<file path="src/rtl/reg_file_mp_pkg.sv">
// Shared CPU definitions for the multi-ported register file: default widths,
// the hard-wired zero register index and a writability helper.
package reg_file_mp_pkg;

  localparam int unsigned CPU_DATA_W   = 32;
  localparam int unsigned CPU_ADDR_W   = 5;
  localparam int unsigned ZERO_REG_IDX = 0;

  // An address is usable for write, issue or busy unless it is the hard-wired zero register
  function automatic bit addr_allowed(input bit zero_reg_en, input int unsigned addr);
    return !(zero_reg_en && (addr == ZERO_REG_IDX));
  endfunction

endpackage

</file>
<file path="src/rtl/reg_file_mp_rf_scoreboard.sv">
// Busy scoreboard: one bit per register, set on issue, cleared by writes,
// wiped by flush, with a bypass-aware busy lookup per read port.
module rf_scoreboard
  import reg_file_mp_pkg::*;
#(
  parameter int unsigned ADDR_W   = CPU_ADDR_W,
  parameter int unsigned NUM_RD   = 2,
  parameter int unsigned ZERO_REG = 1
) (
  input  logic                     clk,
  input  logic                     rst_n,
  input  logic                     iss_en,
  input  logic [ADDR_W-1:0]        iss_addr,
  input  logic                     flush,
  input  logic                     wr0_en,
  input  logic [ADDR_W-1:0]        wr0_addr,
  input  logic                     wr1_en,
  input  logic [ADDR_W-1:0]        wr1_addr,
  input  logic [NUM_RD*ADDR_W-1:0] rd_addr,
  output logic [NUM_RD-1:0]        rd_busy
);

  localparam int unsigned DEPTH = 2**ADDR_W;
  localparam bit          ZR    = (ZERO_REG != 0);

  logic [DEPTH-1:0] r_busy;
  logic [DEPTH-1:0] w_set;
  logic [DEPTH-1:0] w_clr;
  logic             w_iss_ok;

  assign w_iss_ok = iss_en && addr_allowed(ZR, 32'(iss_addr));

  // One-hot set/clear masks for this cycle's issue and effective writes
  always_comb begin
    w_set = '0;
    w_clr = '0;
    if (w_iss_ok) begin
      w_set = DEPTH'(1) << iss_addr;
    end else begin
      w_set = '0;
    end
    if (wr0_en) begin
      w_clr = w_clr | (DEPTH'(1) << wr0_addr);
    end else begin
      w_clr = w_clr;
    end
    if (wr1_en) begin
      w_clr = w_clr | (DEPTH'(1) << wr1_addr);
    end else begin
      w_clr = w_clr;
    end
  end

  // Busy vector: flush beats issue, issue beats a same-cycle write
  always_ff @(posedge clk or negedge rst_n) begin
    if (!rst_n) begin
      r_busy <= '0;
    end else if (flush) begin
      r_busy <= '0;
    end else begin
      r_busy <= (r_busy & ~w_clr) | w_set;
    end
  end

  for (genvar k = 0; k < NUM_RD; k++) begin : g_busy
    logic [ADDR_W-1:0] w_addr;
    logic              w_hit;
    assign w_addr = rd_addr[k*ADDR_W +: ADDR_W];
    assign w_hit  = (wr0_en && (wr0_addr == w_addr)) || (wr1_en && (wr1_addr == w_addr));
    assign rd_busy[k] = rst_n && r_busy[w_addr] && !w_hit && addr_allowed(ZR, 32'(w_addr));
  end

endmodule

</file>
<file path="src/rtl/reg_file_mp.sv">
// Multi-read, dual-write register file with same-cycle write bypass and a
// busy scoreboard for outstanding producers.
module reg_file_mp
  import reg_file_mp_pkg::*;
#(
  parameter int unsigned DATA_W   = CPU_DATA_W,
  parameter int unsigned ADDR_W   = CPU_ADDR_W,
  parameter int unsigned NUM_RD   = 2,
  parameter int unsigned ZERO_REG = 1
) (
  input  logic                     clk,
  input  logic                     rst_n,
  input  logic [NUM_RD*ADDR_W-1:0] rd_addr,
  output logic [NUM_RD*DATA_W-1:0] rd_data,
  output logic [NUM_RD-1:0]        rd_busy,
  input  logic                     we0,
  input  logic [ADDR_W-1:0]        wa0,
  input  logic [DATA_W-1:0]        wd0,
  input  logic                     we1,
  input  logic [ADDR_W-1:0]        wa1,
  input  logic [DATA_W-1:0]        wd1,
  input  logic                     iss_en,
  input  logic [ADDR_W-1:0]        iss_addr,
  input  logic                     flush
);

  localparam int unsigned DEPTH = 2**ADDR_W;
  localparam bit          ZR    = (ZERO_REG != 0);

  logic [DATA_W-1:0] r_regs [DEPTH];
  logic              w_we0_eff;
  logic              w_we1_eff;

  // Nothing written while reset is held, and the zero register is read-only
  assign w_we0_eff = rst_n && we0 && addr_allowed(ZR, 32'(wa0));
  assign w_we1_eff = rst_n && we1 && addr_allowed(ZR, 32'(wa1));

  // Storage; port 1 is assigned last so it wins an address collision
  always_ff @(posedge clk or negedge rst_n) begin
    if (!rst_n) begin
      for (int i = 0; i < int'(DEPTH); i++) begin
        r_regs[i] <= '0;
      end
    end else begin
      if (w_we0_eff) begin
        r_regs[wa0] <= wd0;
      end
      if (w_we1_eff) begin
        r_regs[wa1] <= wd1;
      end
    end
  end

  for (genvar k = 0; k < NUM_RD; k++) begin : g_rd
    logic [ADDR_W-1:0] w_addr;
    logic [DATA_W-1:0] w_data;
    assign w_addr = rd_addr[k*ADDR_W +: ADDR_W];

    // Read mux: zero register, then younger write, then older write, then storage
    always_comb begin
      w_data = '0;
      if (!rst_n) begin
        w_data = '0;
      end else if (!addr_allowed(ZR, 32'(w_addr))) begin
        w_data = '0;
      end else if (we1 && (wa1 == w_addr)) begin
        w_data = wd1;
      end else if (we0 && (wa0 == w_addr)) begin
        w_data = wd0;
      end else begin
        w_data = r_regs[w_addr];
      end
    end

    assign rd_data[k*DATA_W +: DATA_W] = w_data;
  end

  rf_scoreboard #(
    .ADDR_W   (ADDR_W),
    .NUM_RD   (NUM_RD),
    .ZERO_REG (ZERO_REG)
  ) u_scoreboard (
    .clk      (clk),
    .rst_n    (rst_n),
    .iss_en   (iss_en),
    .iss_addr (iss_addr),
    .flush    (flush),
    .wr0_en   (w_we0_eff),
    .wr0_addr (wa0),
    .wr1_en   (w_we1_eff),
    .wr1_addr (wa1),
    .rd_addr  (rd_addr),
    .rd_busy  (rd_busy)
  );

endmodule

</file>
<file path="config.mk">
export PLATFORM = sky130hd
export DESIGN_NAME = reg_file_mp
export DESIGN_NICKNAME = d
export VERILOG_FILES = /design/src/rtl/reg_file_mp_pkg.sv /design/src/rtl/reg_file_mp_rf_scoreboard.sv /design/src/rtl/reg_file_mp.sv
export SDC_FILE = /design/constraint.sdc
export NUM_CORES = 2
export LEC_CHECK = 0
export BUFFER_PORTS_ARGS = -buffer_cell sky130_fd_sc_hd__buf_2
export CAP_MARGIN = 10
export CORE_MARGIN = 5
export CORE_UTILIZATION = 50
export CTS_CLUSTER_SIZE = 14
export DETAILED_ROUTE_END_ITERATION = 7
export PLACE_DENSITY = 0.63
export SLEW_MARGIN = 20
export SYNTH_ARGS = -nofsm -noshare
export SYNTH_HDL_FRONTEND = slang
export SYNTH_HIERARCHICAL = 1
export SYNTH_SLANG_ARGS = --single-unit
</file>
<file path="constraint.sdc">
create_clock -name clk -period 4.1 [get_ports clk]
set_input_delay 0.82 -clock clk [delete_from_list [all_inputs] [get_ports clk]]
set_output_delay 0.82 -clock clk [all_outputs]
set_load 0.005 [all_outputs]
</file>
Word-level counts from Yosys, hierarchy flattened
Cells that the tools add are included.
{ "totals": {"reg_bits": 1056, "in_bits": 95, "output_inout_bits": 66, "elab_cells": 121} }
{ "classes": {"order_cmp": 8, "n_eq_ne": 4, "shifts": 3, "mux": 30, "bitwise": 8, "reduce_logical": 35} }
{ "op_table": {"columns": ["operator", "n"], "rows": [
  ["$bwmux W1024", 2],
  ["$mux W1024", 2],
  ["$mux W32", 18],
  ["$bmux W32 S5", 2],
  ["$demux W32 S5", 2],
  ["$shl A1 B5 Y32 const A", 3],
  ["$or A32 B32 Y32", 2],
  ["$and A32 B32 Y32", 1],
  ["$not A32 Y32", 1],
  ["$logic_not A5 Y1", 5],
  ["$ge A6 B6 Y1 const B", 4],
  ["$not A5 Y6", 4],
  ["$logic_and A1 B1 Y1", 21],
  ["$eq A5 B5 Y1", 4],
  ["$lt A5 B6 Y1 const B", 2],
  ["$lt A6 B1 Y1 const B", 2],
  ["$bmux W1 S5", 2],
  ["$logic_not A1 Y1", 7],
  ["$logic_or A1 B1 Y1", 2],
  ["$mux W1", 2]
]} }

Depth between registers and ports, before layout
{ "depth": {"ltp_word": 10, "ltp_mapped": 9, "ltp_nobuf": 6} }

Hierarchy
Netlist, hierarchy kept.
{ "by_module_without_submodules": {"columns": ["mod", "instances", "cells_per_inst", "area_each_um2", "seq_area_each_um2"], "rows": [
  ["reg_file_mp", 1, 5986, 63842.5, 25624.6],
  ["rf_scoreboard", 1, 268, 2575.0, 775.7]
]} }

Least setup slack after synthesis
No wires, ideal clock.
{ "synth_path": {"path_type": "input -> output", "start": "input port rd_addr[5]", "end": "output port rd_data[32]", "arrival_ns": 2.424, "t_required_ns": 3.280, "path_slack_ns": 0.856, "stages": 7, "path_buffers": 3, "cell_sequence": "buf_6 > buf_6 > buf_6 > mux4_2 > mux4_2 > o22ai_1 > o22ai_1"} }
{ "synth_via": {"elab_chain_len": 8, "elab_cells_between_ends": 13, "classes_between": "eq/ne: 2; mux: 7; bitwise: 1; reduce/logical: 3"} }
{ "synth_lines": {"columns": ["item", "line_no", "source"], "rows": [
  ["start, declared", "reg_file_mp.sv:13", "input logic [NUM_RD*ADDR_W-1:0] rd_addr,"],
  ["$not A5 Y6 (implied by the code)", "reg_file_mp.sv:71", "w_data = r_regs[w_addr];"],
  ["$bmux W32 S5", "reg_file_mp.sv:71", null],
  ["$mux W32 (implied by the code) (2 in a row)", "reg_file_mp.sv:71", null],
  ["$mux W32", "reg_file_mp.sv:68", "end else if (we0 && (wa0 == w_addr)) begin"],
  ["$mux W32", "reg_file_mp.sv:66", "end else if (we1 && (wa1 == w_addr)) begin"],
  ["$mux W32 (*)", "reg_file_mp.sv:64", "end else if (!addr_allowed(ZR, 32'(w_addr))) begin"],
  ["$mux W32 (*)", "reg_file_mp.sv:62", "if (!rst_n) begin"],
  ["end, declared", "reg_file_mp.sv:14", "output logic [NUM_RD*DATA_W-1:0] rd_data,"]
]} }
Every way passes the cells marked *; elsewhere a longest branch is shown, timed or not. The select of a mux whose other input is x is not followed.

Final worst setup path
{ "layout_path": {"start": "input port rst_n", "end": "output port rd_data[44]"} }
{ "layout_via": {"elab_chain_len": 1} }
{ "layout_lines": {"columns": ["item", "line_no", "source"], "rows": [
  ["start, declared", "reg_file_mp.sv:12", "input logic rst_n,"],
  ["$mux W32", "reg_file_mp.sv:62", null]
]} }
No other way between the ends.

==> flow_summary_export.csv <==
group,metric,value,unit
clock_network,h-tree-depth,3,
route,drt_iter0_markers,7735,
timing,worst_pin_slew,1.085,ns
job,cap_violations,0,
route,wl_per_cell,32.35,µm
setup_path,critPathKind,"in -> out",
clock_network,cts_buffer_depth,3,
placed_design,pre_cts_ws,0.09614,ns
min_path,hold_path.class,"in -> reg",
setup_path,r2r-start,"r_regs[858]",
timing,relSlewSlack,27.67,%
clock_network,cts_buffers,116,
die,die_width,374.5,µm
synth,synth_cells,6254,
route,ant_nets,0,
power,intPower,0.02306,W
setup_path,r2r_slack,3.27,ns
die,pin_count,161,
setup_path,worstPathCellList,"dlygate4sd3_1 -> buf_8 -> o41ai_1 -> a31oi_4 -> buf_12 -> o21ai_0 -> o22ai_1 -> buf_2",
route,dr.pass1.iters,6,
die,die-area,140200,µm²
timing,fin_setup_tns,0,ns
cells_and_area,instances_no_fill,7913,
setup_path,cp-end-kind,"output pin",
clock_network,cts_root_buffer,"clkbuf_16",
synth,synth-seq-cells,1055,
timing,hold_violations,0,
timing,skew,0,ns
synth,yosys_warnings,6,
die,die_y,374.5,µm
global_route,antenna_found_initial,16,
timing,fmax,0.2475,GHz
power,clock_power_share,32.9,%
setup_path,timing.rr.end,"r_regs[858]",
setup_path,cp.depth,8,
synth,synthDistinctLibCells,60,
timing,slew_violations,0,
route,viasPerCell,6.882,
timing,rsz0062_at_grt,"false",
clock_network,worstSkewPairLatency,0.74,ns
global_route,grt_pass1_wl,374200,µm
cells_and_area,nets,6146,
setup_path,startpoint,"rst_n",
synth,synth_top_area_cell,"dfrtp_1",
status,status,"complete, no violations",
synth,syn_nets,6349,
power,netSwitchingFraction,30.06,%
power,pwr-share-seq,44.4,%
setup_path,reg2reg_depth,2,
power,p_leak,32.80,nW
setup_path,critical-path-max-stage-delay,0.56,ns
power,pwr-share-comb,22.8,%
power,p_per_area,445.1,nW/µm²
clock_network,clkSlewWorstSetupHoldPaths,0.06,ns
die,rows,133,
global_route,grt_max_degree,172,
timing,finalCritPeriodShare,98.54,%
route,route.detailed.drc,0,
synth,synth_common_cells,"1055 x dfrtp_1, 1010 x mux2i_1, 740 x nand2_1",
timing,finalSetupViolations,0,
clock_network,cts.sinks,1055,
die,core,131800,µm²
clock_network,cts_tree,"built",
die,initial_core_util,50.39,%
clock_network,post-cts-setup-buffers,0,
synth,synth_enable_flop_cells,0,
route,wl,256000,µm
cells_and_area,final_util,56.21,%
setup_path,path_delay_family,"buffers and inverters",
setup_path,endpoint,"rd_data[44]",
setup_path,crit_required,3.28,ns
synth,seq_area_frac_synth,39.75,%
setup_path,cp-start-kind,"input port",
setup_path,path_buf_inv,4,
setup_path,cp_max_fo,32,
synth,yosysMostFrequentCell,"dfrtp_1",
setup_path,arrival,3.22,ns
synth,synth_area_per_cell,10.62,µm²
power,irDropWorstVdd,0.0003579,V
placed_design,place_hpwl,154600,µm
synth,synth_ff_type,"dfrtp_1",
global_route,grt-ovfl-total,0,
timing,fin_crit,4.040,ns
timing,worst_hold_slack,0.3832,ns
timing,worst_slack,0.05972,ns
synth,async_flop_share,100.0,%
route,vias,54460,
placed_design,place.gp.congestion,0.8956,
synth,netlist_area,66420,µm²
setup_path,slowest_stage,"dlygate4sd3_1",
placed_design,dp.cells,7687,
placed_design,port_buffers,160,
power,p_sw,0.009913,W
global_route,gr-usage-all-layers,35.89,%
cells_and_area,synthToLayoutAreaGrowth,11.55,%
synth,synth_area_leaders,"dfrtp_1 40%, mux4_2 19%, mux2i_1 15%",
synth,synth.top_cell.area_share,39.75,%
cells_and_area,final_layout_size_suffix_gt1_share,21.37,%
global_route,grt_pass1_vias,52760,
[through the flow]
step | area [µm²] | total power, W
6_report | 74090 | 0.03298
5_1_grt | 74070 | 0.03431
4_1_cts | 74040 | 0.03287
3_5_place_dp | 70160 | 0.02211
3_3_place_gp | 70160 | 0.02175
2_1_floorplan | 66420 | 0.01962
[worst min path at each step]
stage | startpoint | endpoint | depth (start not counted)
after detailed placement | r_regs[1013] | r_regs[1013] | 0
after CTS | wd1[4] | r_regs[196] | 3
after global placement | r_regs[998] | r_regs[998] | 0
final | wd1[4] | r_regs[196] | 3
after floorplan | r_regs[1000] | r_regs[1000] | 1
after global routing | wd1[4] | r_regs[68] | 3
[flip-flops by register name, indices dropped and copies added, names as in the netlist]
register / cells
r_regs: 1024
u_scoreboard/r_busy: 31
[timing repair]
item / in CTS / in global routing
setup endpoints to repair: 0 / 1
resized for setup: 0 / 1
endpoints found under the hold margin: 5 / 0
hold buffers: 1 / 0
[power by group through the flow]
stage,registers (W),logic [W],clock network (W)
after floorplan,0.0140,0.00566,0
after global placement,0.0145,0.00721,0
after detailed placement,0.0147,0.00744,0
after CTS,0.0145,0.00744,0.0109
after global routing,0.0148,0.00815,0.0113
final,0.0146,0.00751,0.0108
[layout make-up]
type	count	area (µm²)
fill	11190	57710
inverter	37	138.9
clock buffer	167	3395
tap	1755	2196
multi-input combinational	4353	36770
antenna	13	32.53
sequential	1055	26400
timing repair buffer	488	4682
clock inverter	45	474.2
[worst register-to-register path, stage by stage, from the launching register on]
cell and delay [ns]:
dfrtp_1 0.40, mux2i_1 0.14, o21ai_0 0.13
[cell families (layout without fill, tap and decap cells)]
kind of cell    after synthesis  count (layout)  synth area share (%)
xor+xnor                     40              40                0.5275
simple gates               1348            1348                 8.468
compound gates             1401            1401                 11.57
flops                      1055            1055                 39.75
buf+inv                     846             737                 5.704
mux                        1564            1564                 33.98
other cells                   0              13                     0
[routing by layer]
metal | vias to the layer above | global-route usage [%] | part of all wire, %
met4 | 4 | 18.39 | 5.9
li1 | 22510 | - | -
met5 | - | 0 | 0.0082
met2 | 3850 | 54.00 | 45
met1 | 27280 | 48.44 | 37
met3 | 821 | 9.160 | 12
[cells in the final DEF (no fill, tap or decap), types with 21 or more instances in the layout]
master,count
a22oi_1,58
xor2_1,21
dfrtp_1,1055
or4_1,33
nor2_1,431
clkinv_2,28
a21oi_1,356
mux2i_1,1010
o22ai_1,253
inv_1,37
clkbuf_8,31
buf_12,108
buf_4,219
o21ai_1,32
nand2_1,722
clkbuf_16,116
o221ai_1,33
buf_2,153
o21ai_0,645
clkbuf_1,21
mux4_2,547
(Power assumes the default switching activity.)
